`config.mk`:
```
export PLATFORM = sky130hd
export DESIGN_NAME = button_conditioner
export DESIGN_NICKNAME = d
export VERILOG_FILES = /design/src/rtl/btn_pkg.sv /design/src/rtl/btn_channel.sv /design/src/rtl/button_conditioner.sv
export SDC_FILE = /design/constraint.sdc
export NUM_CORES = 1
export LEC_CHECK = 0
export ABC_AREA = 0
export CAP_MARGIN = 20
export CORE_UTILIZATION = 64
export DETAILED_ROUTE_END_ITERATION = 6
export DONT_BUFFER_PORTS = 1
export PLACE_DENSITY = 0.8
export SETUP_SLACK_MARGIN = 0.15
export SLEW_MARGIN = 20
export SYNTH_ARGS = -nofsm -noshare
export SYNTH_HDL_FRONTEND = slang
export SYNTH_SLANG_ARGS = --single-unit
```
`constraint.sdc`:
```
create_clock -name clk_i -period 13.82 [get_ports clk_i]
set_input_delay 3.455 -clock clk_i [delete_from_list [all_inputs] [get_ports clk_i]]
set_output_delay 3.455 -clock clk_i [all_outputs]
set_load 0.03 [all_outputs]
```
`src/rtl/btn_pkg.sv`:
```
// btn_pkg: shared defaults and helpers for the button conditioner.
// Contents:
//   DEF_*        default parameter values for button_conditioner / btn_channel
//   MAX_N_CH     largest supported channel count
//   ctr_width()  bit width needed to hold a counter's terminal value
package btn_pkg;

  localparam int unsigned DEF_N_CH         = 5;
  localparam int unsigned DEF_DEBOUNCE_CYC = 500_000;
  localparam int unsigned DEF_HOLD_CYC     = 50_000_000;
  localparam int unsigned DEF_REPEAT_CYC   = 10_000_000;
  localparam int unsigned MAX_N_CH         = 32;

  // Width of a counter that must reach 'max' without wrapping.
  function automatic int unsigned ctr_width(input int unsigned max);
    return 32'($clog2(64'(max) + 64'd1));
  endfunction

endpackage

```
`src/rtl/btn_channel.sv`:
```
// btn_channel: one button channel -- 2-flop synchronizer, debounce,
// press/release edge pulses, long-hold detection and optional auto-repeat.
// Configuration macro: BTN_AUTOREPEAT_EN (defined -> repeat_o active,
// undefined -> no repeat counter, repeat_o tied to 0).
// Ports:
//   clk_i      clock, all flops on the rising edge
//   rst_i      asynchronous active-high reset
//   btn_i      raw asynchronous button input
//   level_o    debounced level
//   press_o    one-cycle pulse when level_o rises
//   release_o  one-cycle pulse when level_o falls
//   long_o     one-cycle pulse after level_o has been high HOLD_CYC cycles
//   repeat_o   one-cycle pulse every REPEAT_CYC cycles after long_o
module btn_channel
  import btn_pkg::*;
#(
  parameter int unsigned DEBOUNCE_CYC = DEF_DEBOUNCE_CYC,
  parameter int unsigned HOLD_CYC     = DEF_HOLD_CYC,
  parameter int unsigned REPEAT_CYC   = DEF_REPEAT_CYC
) (
  input  logic clk_i,
  input  logic rst_i,
  input  logic btn_i,
  output logic level_o,
  output logic press_o,
  output logic release_o,
  output logic long_o,
  output logic repeat_o
);

  localparam int unsigned DW = ctr_width(DEBOUNCE_CYC);
  localparam int unsigned HW = ctr_width(HOLD_CYC);

  // Parameter sanity: elaboration stops on an unusable configuration.
  if (DEBOUNCE_CYC == 0) begin : g_bad_debounce
    $error("btn_channel: DEBOUNCE_CYC must be nonzero");
  end
  if (HOLD_CYC == 0) begin : g_bad_hold
    $error("btn_channel: HOLD_CYC must be nonzero");
  end
  if (REPEAT_CYC == 0) begin : g_bad_repeat
    $error("btn_channel: REPEAT_CYC must be nonzero");
  end
  if (HOLD_CYC <= DEBOUNCE_CYC) begin : g_bad_order
    $error("btn_channel: HOLD_CYC must exceed DEBOUNCE_CYC");
  end

  logic          sync_q1;
  logic          sync_q2;
  logic          prev_q;
  logic [DW-1:0] db_ctr;
  logic [HW-1:0] hold_ctr;

  logic db_done_c;
  logic rise_c;
  logic fall_c;
  logic hold_run_c;
  logic hold_sat_c;

  // Debounce is complete once the sample has been stable long enough;
  // the level then follows the stable sample if it differs.
  assign db_done_c  = (db_ctr == DW'(DEBOUNCE_CYC));
  assign rise_c     = db_done_c &  prev_q & ~level_o;
  assign fall_c     = db_done_c & ~prev_q &  level_o;
  // Hold keeps counting only while the level stays high through this edge,
  // so a release clears it in the same cycle release_o is raised.
  assign hold_run_c = level_o & ~fall_c;
  assign hold_sat_c = (hold_ctr == HW'(HOLD_CYC));

  // Synchronizer, debounce counter, debounced level and edge pulses.
  always_ff @(posedge clk_i or posedge rst_i) begin
    if (rst_i) begin
      sync_q1   <= 1'b0;
      sync_q2   <= 1'b0;
      prev_q    <= 1'b0;
      db_ctr    <= '0;
      level_o   <= 1'b0;
      press_o   <= 1'b0;
      release_o <= 1'b0;
    end else begin
      sync_q1 <= btn_i;
      sync_q2 <= sync_q1;
      if (sync_q2 != prev_q) begin
        prev_q <= sync_q2;
        db_ctr <= '0;
      end else if (!db_done_c) begin
        db_ctr <= db_ctr + DW'(1);
      end
      if (rise_c || fall_c) begin
        level_o <= prev_q;
      end
      press_o   <= rise_c;
      release_o <= fall_c;
    end
  end

  // Hold counter: zero while released (and on the press edge), saturates at HOLD_CYC.
  always_ff @(posedge clk_i or posedge rst_i) begin
    if (rst_i) begin
      hold_ctr <= '0;
      long_o   <= 1'b0;
    end else begin
      if (!hold_run_c) begin
        hold_ctr <= '0;
      end else if (!hold_sat_c) begin
        hold_ctr <= hold_ctr + HW'(1);
      end
      long_o <= hold_run_c && (hold_ctr == HW'(HOLD_CYC - 1));
    end
  end

`ifdef BTN_AUTOREPEAT_EN
  localparam int unsigned RW = ctr_width(REPEAT_CYC);

  logic [RW-1:0] rep_ctr;

  // Repeat phase starts the cycle after long_o; a pulse every REPEAT_CYC cycles.
  always_ff @(posedge clk_i or posedge rst_i) begin
    if (rst_i) begin
      rep_ctr  <= '0;
      repeat_o <= 1'b0;
    end else begin
      if (!(hold_run_c && hold_sat_c)) begin
        rep_ctr  <= '0;
        repeat_o <= 1'b0;
      end else if (rep_ctr == RW'(REPEAT_CYC - 1)) begin
        rep_ctr  <= '0;
        repeat_o <= 1'b1;
      end else begin
        rep_ctr  <= rep_ctr + RW'(1);
        repeat_o <= 1'b0;
      end
    end
  end
`else
  assign repeat_o = 1'b0;
`endif

endmodule

```
`src/rtl/button_conditioner.sv`:
```
// button_conditioner: N_CH independent debounced button channels with
// press/release/long-hold pulses and optional auto-repeat.
// Configuration macro: BTN_AUTOREPEAT_EN (enables repeat_o pulses).
// Ports:
//   clk_i      clock
//   rst_i      asynchronous active-high reset
//   btn_i      [N_CH] raw asynchronous button inputs
//   level_o    [N_CH] debounced levels
//   press_o    [N_CH] debounced rising-edge pulses
//   release_o  [N_CH] debounced falling-edge pulses
//   long_o     [N_CH] long-hold pulses
//   repeat_o   [N_CH] auto-repeat pulses (0 unless BTN_AUTOREPEAT_EN)
module button_conditioner
  import btn_pkg::*;
#(
  parameter int unsigned N_CH         = DEF_N_CH,
  parameter int unsigned DEBOUNCE_CYC = DEF_DEBOUNCE_CYC,
  parameter int unsigned HOLD_CYC     = DEF_HOLD_CYC,
  parameter int unsigned REPEAT_CYC   = DEF_REPEAT_CYC
) (
  input  logic            clk_i,
  input  logic            rst_i,
  input  logic [N_CH-1:0] btn_i,
  output logic [N_CH-1:0] level_o,
  output logic [N_CH-1:0] press_o,
  output logic [N_CH-1:0] release_o,
  output logic [N_CH-1:0] long_o,
  output logic [N_CH-1:0] repeat_o
);

  if (N_CH == 0 || N_CH > MAX_N_CH) begin : g_bad_n_ch
    $error("button_conditioner: N_CH must be in 1..32");
  end

  // One self-contained conditioner per button.
  for (genvar ch = 0; ch < int'(N_CH); ch++) begin : g_ch
    btn_channel #(
      .DEBOUNCE_CYC (DEBOUNCE_CYC),
      .HOLD_CYC     (HOLD_CYC),
      .REPEAT_CYC   (REPEAT_CYC)
    ) u_channel (
      .clk_i     (clk_i),
      .rst_i     (rst_i),
      .btn_i     (btn_i[ch]),
      .level_o   (level_o[ch]),
      .press_o   (press_o[ch]),
      .release_o (release_o[ch]),
      .long_o    (long_o[ch]),
      .repeat_o  (repeat_o[ch])
    );
  end

endmodule

```
==> results of run 1 <==
## power by group
group          total (uW)  leakage [uW]  internal [uW]  switching, uW
logic                49.0       0.00154           14.1           34.9
registers             782       0.00359            770           11.4
clock network         816      0.000503            511            305
total                1650       0.00563           1300            351
## registers in the layout, summed over array words and instances (netlist names)
register	cells
g_ch.u_channel.hold_ctr	130
g_ch.u_channel.release_o	5
g_ch.u_channel.db_ctr	95
g_ch.u_channel.long_o	5
g_ch.u_channel.level_o	5
g_ch.u_channel.press_o	5
g_ch.u_channel.sync_q2	5
g_ch.u_channel.sync_q1	5
g_ch.u_channel.prev_q	5
## placed cells by master (no fill, tap or decap), types with 5 or more instances in the layout
| master | synthesis | layout |
|---|---|---|
| bufinv_16 | 0 | 6 |
| nand2_1 | 68 | 68 |
| mux2i_1 | 9 | 9 |
| nor3_1 | 28 | 28 |
| o21ai_0 | 8 | 8 |
| or2_2 | 5 | 5 |
| nand2b_1 | 7 | 7 |
| a21oi_1 | 18 | 18 |
| xor2_1 | 122 | 122 |
| clkbuf_16 | 0 | 29 |
| and2_1 | 6 | 6 |
| dfrtp_1 | 260 | 260 |
| or3_1 | 9 | 9 |
| conb_1 | 1 | 5 |
| and4_1 | 22 | 22 |
| xnor2_1 | 80 | 80 |
| nand3b_1 | 9 | 9 |
| nor4b_1 | 12 | 12 |
| inv_1 | 32 | 31 |
| nand4_1 | 62 | 62 |
| mux2_2 | 5 | 5 |
| nand3_1 | 79 | 79 |
| nor2_1 | 247 | 247 |
| clkinv_2 | 0 | 5 |
| ha_1 | 20 | 20 |
| nor3b_1 | 11 | 11 |
| nor2b_1 | 5 | 5 |
| and3_1 | 33 | 33 |
| nor4_2 | 6 | 6 |
| nor4_1 | 19 | 19 |
| buf_4 | 25 | 8 |
## per-stage QoR
stage / instance area, um2 / hold WS (ns)
detailed placement: 12800 / 0.339
floorplan: 12700 / 0.331
global placement: 12800 / 0.334
CTS: 13800 / 0.349
finish: 13800 / 0.345
global route: 13800 / 0.362
## kinds of logic after synthesis
| logic type | Yosys count | share of synthesized area, % |
|---|---|---|
| muxes | 14 | 1.15 |
| and+or+nand+nor | 652 | 26.8 |
| xor gates and xnor gates | 202 | 13.9 |
| DFF | 260 | 51.2 |
| adders and majority gates | 20 | 1.97 |
| AOI/OAI and AO/OA | 32 | 1.44 |
| buffers and inverters | 86 | 3.49 |
| other | 1 | 0.0295 |
## worst max-delay path by stage
stage,cells past startpoint,slack [ns],end,start
after floorplan,1,3.21,g_ch[0].u_channel.db_ctr[0]$_DFFE_PP0P_,rst_i
after global placement,2,8.77,g_ch[3].u_channel.hold_ctr[19]$_DFFE_PP0P_,rst_i
after detailed placement,2,8.77,g_ch[3].u_channel.hold_ctr[17]$_DFFE_PP0P_,rst_i
after CTS,0,9.21,level_o[0],g_ch[0].u_channel.level_o$_DFFE_PP0P_
after global routing,2,9.11,g_ch[2].u_channel.hold_ctr[11]$_DFFE_PP0P_,rst_i
final,0,9.23,level_o[0],g_ch[0].u_channel.level_o$_DFFE_PP0P_
## layout make-up
cell class	instances	share of cell area, %
clock inverters	16	1.79
clock buffers	34	5.59
flip-flops and latches	260	47.0
repair buffers	8	0.434
inverters	32	0.922
multi-input cells	925	41.9
well taps	265	2.40
## per-layer routing
layer / vias up / wire, um / part of all wire, % / GRT usage, %
met5: - / 0 / 0 / 0
met4: 0 / 383 / 1.7 / 5.94
met3: 28 / 760 / 3.4 / 3.45
met2: 140 / 11000 / 49 / 39.5
met1: 4300 / 10400 / 46 / 32.2
li1: 4261 / - / - / -
==> results by group, run 1 <==
Pwr
  • Total power: 1650 uW
  • Pwr Density: 119 nW/um2
  • Static leakage: 0.00563 uW
  • VDD IR max: 0.000133 V

Placement
  • Hpwl dp: 14.2 mm
  • Input/output buffers: 0
  • Pre-CTS setup slack: 8.77 ns
  • Placed insts: 1,490
  • GP Congestion: 0.817

Floorplan
  • # rows: 51
  • Top-Level Pins: 32
  • Core Box Area: 19,500 um2
  • Chip Height: 143 um
  • Initial Util: 65.3%
  • Die width: 143 um
  • Die Footprint: 20,400 um2

Detailed routing
  • Routed len/inst: 14.7 um
  • DRT Pass-1 Iters: 4
  • DRC Markers: 0
  • Remaining antenna violation count: 0
  • Via count: 8,729
  • Iter 0 DRT Violations: 492
  • Vias per inst: 5.67
  • Total Routed Length: 22.6 mm

Cells and area
  • Final Core Density: 71.1%
  • Fillers: 1,414
  • Share of layout cells above drive strength 1: 6.90%
  • Final Non-Filler Cells: 1,540
  • Layout area overhead: 9.01%
  • # diodes: 0
  • Reg area: 6510 um2
  • NumNets Final: 1,282
  • Multi-input gate area: 5800 um2

Flow run
  • Max-cap violation count: 0

Synth
  • Seq cells post-synth: 260
  • Cell taking the most area after synthesis: dfrtp_1
  • Synth Cell Area: 12,700 um2
  • Synth top area cells: dfrtp_1 51%, xor2_1 8.4%, nor2_1 7.3%
  • Synth top area share: 51.2%
  • Synth unique cells: 48
  • Yosys warnings: 0
  • Sequential area share after synthesis: 51.2%
  • Synthesized instance count: 1,267
  • Top-count cell post-synth: dfrtp_1
  • Post-synth EDFFs: 0
  • Post-synth top cells: 260 x dfrtp_1, 247 x nor2_1, 122 x xor2_1
  • Mean Syn Cell Area: 10.0 um2
  • FFs w/ async S/R, synth: 100%
  • Prevailing post-synth register cell: dfrtp_1

CTS
  • H-tree Lvls: 1
  • CTS tree: built
  • Setup bufs post-CTS: 0
  • CTS sink count: 260
  • Hold-fix buffers at CTS: 0
  • Clk root buf: clkbuf_16
  • Clock latency on the worst-skew pair: 0.54 ns
  • Number of CTS-inserted buffers: 28
  • CTS max path bufs: 3
  • Reg clk slew, reported paths: 0.06 ns
  • CTS resizes: 0

Timing
  • Final Cycle Share: 33.2%
  • Max Clock Freq: 0.218 GHz
  • Setup ws final: 9.23 ns
  • Final setup vio count: 0
  • Final Hold Vio Count: 0
  • Max-slew violations: 0
  • Rel. slew slack: 35.9%
  • RSZ-0062 raised after global routing: no
  • Worst Tran Pin Value: 0.962 ns
  • Setup_tns: 0 ns
  • Min cycle time layout: 4.59 ns
  • Clock skew: 0.0129 ns

Global routing
  • Largest net degree at the start of global routing: 119
  • Overflow after GRT: 0
  • GR Util All Layers: 23.5%
  • Vias in the first global route: 8,677
  • Global-route wire length before repair: 39.7 mm
  • Initial antenna violation count: 0

Critical path
  • CP Data Required Time: 10.36 ns
  • R2R setup slack: 11.33 ns
  • Crit Path Category: reg -> out
  • R2R Path Start: g_ch[0].u_channel.db_ctr[2]$_DFFE_PP0P_
  • Worst R2R End: g_ch[0].u_channel.long_o$_DFF_PP0_
  • Crit. End Element: output port
  • Crit-path max FO: 5
  • Crit path launch type: register
  • Cells on worst reg2reg path: 5
  • Crit path arrival time: 1.13 ns

Min path
  • Hold Crit Class: reg -> reg
  • Hold depth: 0
  • Worst hold start: g_ch[1].u_channel.sync_q1$_DFF_PP0_
  • Hold Path Sink: g_ch[1].u_channel.sync_q2$_DFF_PP0_

Status
  • Status: finished, final reports clean
No activity file was read; power rests on OpenSTA's default activity.
==> run 2: changes to the inputs <==
- clock period: 13.82 -> 4.57 ns (I/O delays scaled with it)
==> run 2 against run 1 <==
Effect of this change: clock skew about the same; highest routed layer unchanged; die area unchanged; wire length decreased by 0.50%.
==> results by group, run 2 (same netlist as run 1, synthesis figures left out) <==
CTS
  • Clk root buf: clkbuf_16
  • Reg clk slew, reported paths: 0.06 ns (about the same)
  • CTS sink count: 260 (unchanged)
  • H-tree Lvls: 1 (unchanged)
  • Setup bufs post-CTS: 0 (unchanged)
  • Clock latency on the worst-skew pair: 0.53 ns (about the same)
  • CTS tree: built
  • Number of CTS-inserted buffers: 28 (unchanged)
  • CTS resizes: 0 (unchanged)
  • Hold-fix buffers at CTS: 0 (unchanged)
  • CTS max path bufs: 3 (unchanged)

Floorplan
  • # rows: 51 (unchanged)
  • Chip Height: 143 um (unchanged)
  • Top-Level Pins: 32 (unchanged)
  • Core Box Area: 19,500 um2 (unchanged)
  • Die Footprint: 20,400 um2 (unchanged)
  • Initial Util: 65.3% (unchanged)
  • Die width: 143 um (unchanged)

Timing
  • Final setup vio count: 0 (unchanged)
  • Setup_tns: 0 ns (unchanged)
  • Final Hold Vio Count: 0 (unchanged)
  • Rel. slew slack: 30.9% (-5.0 points)
  • Min cycle time layout: 2.52 ns
  • Clock skew: 0.0124 ns (-0.000454 ns)
  • Final Cycle Share: 55.2%
  • Max Clock Freq: 0.397 GHz
  • RSZ-0062 raised after global routing: no
  • Max-slew violations: 0 (unchanged)
  • Worst Tran Pin Value: 1.04 ns (+0.0751 ns)

Detailed routing
  • Iter 0 DRT Violations: 433 (-12%)
  • Total Routed Length: 22.5 mm (-0.50%)
  • Routed len/inst: 14.6 um (-0.44%)
  • DRC Markers: 0 (unchanged)
  • Via count: 8,605 (-1.4%)
  • DRT Pass-1 Iters: 5 (+1)
  • Vias per inst: 5.59 (-1.4%)
  • Remaining antenna violation count: 0 (unchanged)

Pwr
  • Internal power: 3750 uW (+190%)
  • Sw Share: 21.1% (-0.24 points)
  • Flop pwr share: 49.7% (+2.2 points)
  • Sw Pwr: 1000 uW (+190%)
  • Clock network fraction of total power: 46.9% (-2.6 points)
  • VDD IR max: 0.000343 V (+160%)
  • Static leakage: 0.00561 uW (-0.46%)
  • Part of the power in combinational logic: 3.3% (+0.3 points)
  • Pwr Density: 345 nW/um2 (+190%)

Global routing
  • Initial antenna violation count: 0 (unchanged)
  • GR Util All Layers: 23.2% (-0.30 points)
  • Overflow after GRT: 0 (unchanged)
  • Vias in the first global route: 8,475 (-2.3%)
  • Largest net degree at the start of global routing: 87 (-27%)
  • Global-route wire length before repair: 39.0 mm (-1.6%)

Cells and area
  • # diodes: 0 (unchanged)
  • Share of layout cells above drive strength 1: 6.51% (-0.39 points)
  • Final Core Density: 70.9% (-0.23 points)
  • Layout area overhead: 8.66%
  • Commonest non-fill, non-tap cell in the layout: dfrtp_1
  • Max reg flops: 130 (unchanged)
  • Largest registers: g_ch.u_channel.hold_ctr (130), g_ch.u_channel.db_ctr (95)
  • NumNets Final: 1,283 (+0.078%)
  • Commonest cells after routing, fill and taps aside: 260 x dfrtp_1, 247 x nor2_1, 122 x xor2_1
  • Most flop-heavy register: g_ch.u_channel.hold_ctr

Critical path
  • Worst R2R End: g_ch[0].u_channel.long_o$_DFF_PP0_
  • Crit-path max FO: 27 (+22)
  • Crit Path Category: reg -> reg
  • Crit. End Element: register
  • R2R setup slack: 2.05 ns (-9.28 ns)
  • R2R Path Start: g_ch[0].u_channel.db_ctr[2]$_DFFE_PP0P_
  • Cells on worst reg2reg path: 5 (unchanged)
  • CP Data Required Time: 4.93 ns (-5.43 ns)
  • Crit path launch type: register
  • Crit path arrival time: 2.88 ns (+1.75 ns)

Min path
  • Hold depth: 0 (unchanged)
  • Worst hold start: g_ch[2].u_channel.sync_q1$_DFF_PP0_
  • Hold Path Sink: g_ch[2].u_channel.sync_q2$_DFF_PP0_
  • Hold Crit Class: reg -> reg

Placement
  • Input/output buffers: 0 (unchanged)
  • GP Congestion: 0.807 (-1.2%)
  • Hpwl dp: 14.4 mm (+0.85%)

Flow run
  • Max-cap violation count: 0 (unchanged)

Status
  • Status: finished, final reports clean
-- run 2: cell types whose count changed in the layout (fill, tap and decap cells not counted) --
cell       previous run  this run
buf_12                0         4
buf_4                 8         5
bufinv_16             6         2
clkbuf_1              2         6
clkbuf_8              3         7
clkinv_2              5         4
clkinv_4              3         0
inv_6                 1         0
inv_8                 1         0
-- run 2: metal layers --
metal,GRT usage (%),vias up,part of all wire (%)
met2,39.2,129,48
met4,5.21,0,1.5
met3,3.49,23,3.4
li1,-,4258,-
met5,0,-,0
met1,31.8,4195,47
-- run 2: critical path: stages, from the launching register on --
cell and delay [ns]:
dfrtp_1 0.45, or4b_4 0.57, nor4_4 0.26, nand4_4 0.23, o21ai_4 0.65, nor4bb_1 0.17
-- run 2: worst max path at each step --
stage,start,slack [ns],endpoint
after floorplan,rst_i,-0.00007,g_ch[0].u_channel.db_ctr[0]$_DFFE_PP0P_
after global placement,g_ch[0].u_channel.db_ctr[2]$_DFFE_PP0P_,2.10,g_ch[0].u_channel.long_o$_DFF_PP0_
after detailed placement,g_ch[4].u_channel.db_ctr[0]$_DFFE_PP0P_,2.04,g_ch[4].u_channel.hold_ctr[6]$_DFFE_PP0P_
after CTS,g_ch[4].u_channel.db_ctr[0]$_DFFE_PP0P_,1.98,g_ch[4].u_channel.hold_ctr[21]$_DFFE_PP0P_
after global routing,g_ch[2].u_channel.db_ctr[10]$_DFFE_PP0P_,1.92,g_ch[2].u_channel.hold_ctr[0]$_DFFE_PP0P_
final,g_ch[0].u_channel.db_ctr[2]$_DFFE_PP0P_,2.05,g_ch[0].u_channel.long_o$_DFF_PP0_
-- run 2: final cells by class --
class	instances	area, um2
fillers	1431	5660
clock buffers	42	845
clock inverters	6	80.1
well taps	265	332
flip-flops and latches	260	6510
multi-input cells	925	5800
repair buffers	9	118
inverters	32	124
-- run 2: power by group through the flow --
stage                     clock [uW]  sequential (uW)  combinational (uW)
after detailed placement           0             2410                 160
after global placement             0             2400                 155
after CTS                       2280             2370                 161
final                           2230             2370                 158
after floorplan                    0             2400                 120
after global routing            2370             2370                 185
-- run 2: metrics by stage --
stage / hold WS (ns) / setup WS (ns) / instance area (um2) / power, uW / cells
after floorplan: 0.331 / -0.0000706 / 12700 / 2520 / 1271
after global routing: 0.343 / 1.92 / 13800 / 4920 / 1539
final: 0.343 / 2.05 / 13800 / 4760 / 1539
after detailed placement: 0.336 / 2.04 / 12800 / 2570 / 1490
after global placement: 0.333 / 2.10 / 12800 / 2560 / 1490
after CTS: 0.347 / 1.98 / 13800 / 4810 / 1538
==> run 3: changes to the inputs <==
- clock period: 4.57 -> 2.6 ns (I/O delays scaled with it)
==> run 3 against run 2 <==
Effect of this change: clock-buffer cell count fell by 7; clock skew rose by 0.0042 ns; highest routed layer unchanged; largest cell class unchanged; design area rose by 0.47%; die area did not move; critical path type unchanged.
==> results by group, run 3 (same netlist as run 1, synthesis figures left out) <==
Timing
  • Final setup vio count: 0 (unchanged)
  • Setup_tns: 0 ns (unchanged)
  • Rel. slew slack: 52.3% (+21 points)
  • Worst Tran Pin Value: 0.710 ns (-0.327 ns)
  • Clock skew: 0.0166 ns (+0.00421 ns)
  • Min cycle time layout: 2.22 ns (-0.302 ns)
  • Max-slew violations: 0 (unchanged)
  • Final Hold Vio Count: 0 (unchanged)
  • Final Cycle Share: 85.4% (+30 points)
  • RSZ-0062 raised after global routing: no
  • Max Clock Freq: 0.450 GHz (+14%)

Detailed routing
  • Iter 0 DRT Violations: 409 (-5.5%)
  • DRT Pass-1 Iters: 5 (unchanged)
  • Vias per inst: 5.63 (+0.66%)
  • DRC Markers: 0 (unchanged)
  • Routed len/inst: 14.7 um (+0.48%)
  • Remaining antenna violation count: 0 (unchanged)
  • Total Routed Length: 22.8 mm (+1.5%)
  • Via count: 8,752 (+1.7%)

Cells and area
  • Final Non-Filler Cells: 1,555 (+1.0%)
  • Most flop-heavy register: g_ch.u_channel.hold_ctr
  • Max reg flops: 130 (unchanged)
  • Commonest cells after routing, fill and taps aside: 260 x dfrtp_1, 247 x nor2_1, 122 x xor2_1
  • Layout area overhead: 9.17%
  • NumNets Final: 1,296 (+1.0%)
  • Final Core Density: 71.2% (+0.33 points)
  • Commonest non-fill, non-tap cell in the layout: dfrtp_1
  • Largest registers: g_ch.u_channel.hold_ctr (130), g_ch.u_channel.db_ctr (95)
  • Share of layout cells above drive strength 1: 7.52% (+1.0 points)
  • # diodes: 0 (unchanged)
  • Post-route cell area: 13,900 um2 (+0.47%)

Critical path
  • Crit Path Category: reg -> reg
  • Crit path arrival time: 2.63 ns (-0.25 ns)
  • Crit-path max FO: 7 (-74%)
  • Crit path launch type: register
  • Setup crit end: g_ch[1].u_channel.hold_ctr[24]$_DFFE_PP0P_
  • Cells on worst reg2reg path: 6 (+1)
  • Crit. End Element: register
  • Critical path startpoint: g_ch[1].u_channel.hold_ctr[1]$_DFFE_PP0P_
  • R2R setup slack: 0.38 ns (-1.67 ns)
  • R2R Path Start: g_ch[1].u_channel.hold_ctr[1]$_DFFE_PP0P_
  • Worst R2R End: g_ch[1].u_channel.hold_ctr[24]$_DFFE_PP0P_
  • CP Data Required Time: 3.01 ns (-1.92 ns)

Global routing
  • Global-route wire length before repair: 39.4 mm (+0.88%)
  • Initial antenna violation count: 0 (unchanged)
  • GR Util All Layers: 23.5% (+0.25 points)
  • Largest net degree at the start of global routing: 75 (-14%)
  • Overflow after GRT: 0 (unchanged)
  • Vias in the first global route: 8,681 (+2.4%)

CTS
  • H-tree Lvls: 1 (unchanged)
  • CTS resizes: 0 (unchanged)
  • Clk root buf: clkbuf_16
  • CTS max path bufs: 3 (unchanged)
  • CTS tree: built
  • CTS sink count: 260 (unchanged)
  • Reg clk slew, reported paths: 0.06 ns (about the same)
  • Clock latency on the worst-skew pair: 0.54 ns (about the same)
  • Number of CTS-inserted buffers: 28 (unchanged)

Floorplan
  • Top-Level Pins: 32 (unchanged)
  • Die Footprint: 20,400 um2 (unchanged)
  • # rows: 51 (unchanged)
  • Die width: 143 um (unchanged)
  • Initial Util: 65.3% (unchanged)
  • Chip Height: 143 um (unchanged)
  • Core Box Area: 19,500 um2 (unchanged)

Flow run
  • Max-cap violation count: 0 (unchanged)

Placement
  • Input/output buffers: 0 (unchanged)
  • Hpwl dp: 15.0 mm (+4.4%)
  • Placement Cell Area: 12,900 um2 (+0.76%)
  • GP Congestion: 0.820 (+1.5%)
  • Placed insts: 1,503 (+0.87%)

Pwr
  • Static leakage: 0.00565 uW (+0.70%)
  • Pwr Density: 603 nW/um2 (+75%)
  • VDD IR max: 0.000606 V (+76%)

Min path
  • Hold Crit Class: in -> reg

Status
  • Status: finished, final reports clean
[run 3: changes by cell type in the layout (fill, tap and decap cells not counted)]
cell and delta:
buf_12 -1, clkinvlp_4 +2, clkinv_4 +3, o21ai_4 -3
clkbuf_8 -7, clkbuf_16 -1, buf_4 +13, clkinv_2 +1
clkbuf_1 +1, o21ai_2 +3, bufinv_16 +1, dlygate4sd3_1 +1
clkinv_8 +2, inv_6 +1
[run 3: critical path, stage by stage, from the launching register on]
cell     delay (ns)
dfrtp_1        0.42
ha_1           0.20
nand3_1        0.15
or4_1          0.71
nor4_1         0.37
xnor2_1        0.17
nor2_1         0.06
[run 3: worst min-delay path by stage]
stage,startpoint,endpoint,slack (ns),depth (start not counted)
floorplan,g_ch[0].u_channel.sync_q1$_DFF_PP0_,g_ch[0].u_channel.sync_q2$_DFF_PP0_,0.33,0
global placement,g_ch[1].u_channel.sync_q1$_DFF_PP0_,g_ch[1].u_channel.sync_q2$_DFF_PP0_,0.34,0
detailed placement,g_ch[2].u_channel.sync_q1$_DFF_PP0_,g_ch[2].u_channel.sync_q2$_DFF_PP0_,0.34,0
CTS,btn_i[1],g_ch[1].u_channel.sync_q1$_DFF_PP0_,0.10,0
global route,btn_i[2],g_ch[2].u_channel.sync_q1$_DFF_PP0_,0.1,0
finish,btn_i[1],g_ch[1].u_channel.sync_q1$_DFF_PP0_,0.13,0
[run 3: cell type report]
| cell class | instances | area, um2 |
|---|---|---|
| Timing Repair Buffer | 22 | 205 |
| Sequential cell | 260 | 6510 |
| Multi-Input combinational cell | 925 | 5770 |
| Clock buffer | 35 | 727 |
| Fill cell | 1426 | 5600 |
| Inverter | 32 | 124 |
| Clock inverter | 16 | 198 |
| Tap cell | 265 | 332 |
[run 3: through the flow]
step           hold WS [ns]  setup WS (ns)  total power (uW)
2_1_floorplan         0.331          -1.48              4420
3_3_place_gp          0.338          0.443              4500
3_5_place_dp          0.341          0.397              4510
4_1_cts               0.105          0.373              8470
5_1_grt              0.0979          0.236              8690
6_report              0.131          0.380              8360
[run 3: where the power goes]
part | total, uW | switching (uW) | internal (uW) | leakage [uW]
combinational | 273 | 186 | 86.3 | 0.00161
sequential | 4160 | 60.3 | 4090 | 0.00359
clock | 3940 | 1630 | 2310 | 0.000446
[run 3: layer usage]
layer | routed length (um) | part of all wire, % | track usage (%) | up-vias
met4 | 387 | 1.7 | 6.34 | 0
li1 | - | - | - | 4288
met1 | 10500 | 46 | 31.2 | 4322
met3 | 839 | 3.7 | 4.26 | 29
met2 | 11100 | 49 | 39.7 | 113
met5 | 0 | 0 | 0 | -
[run 3: timing repair]
item / in CTS / in global routing
hold buffers: 1 / 0
endpoints found under the hold margin: 1 / 0
setup buffers: 0 / 0
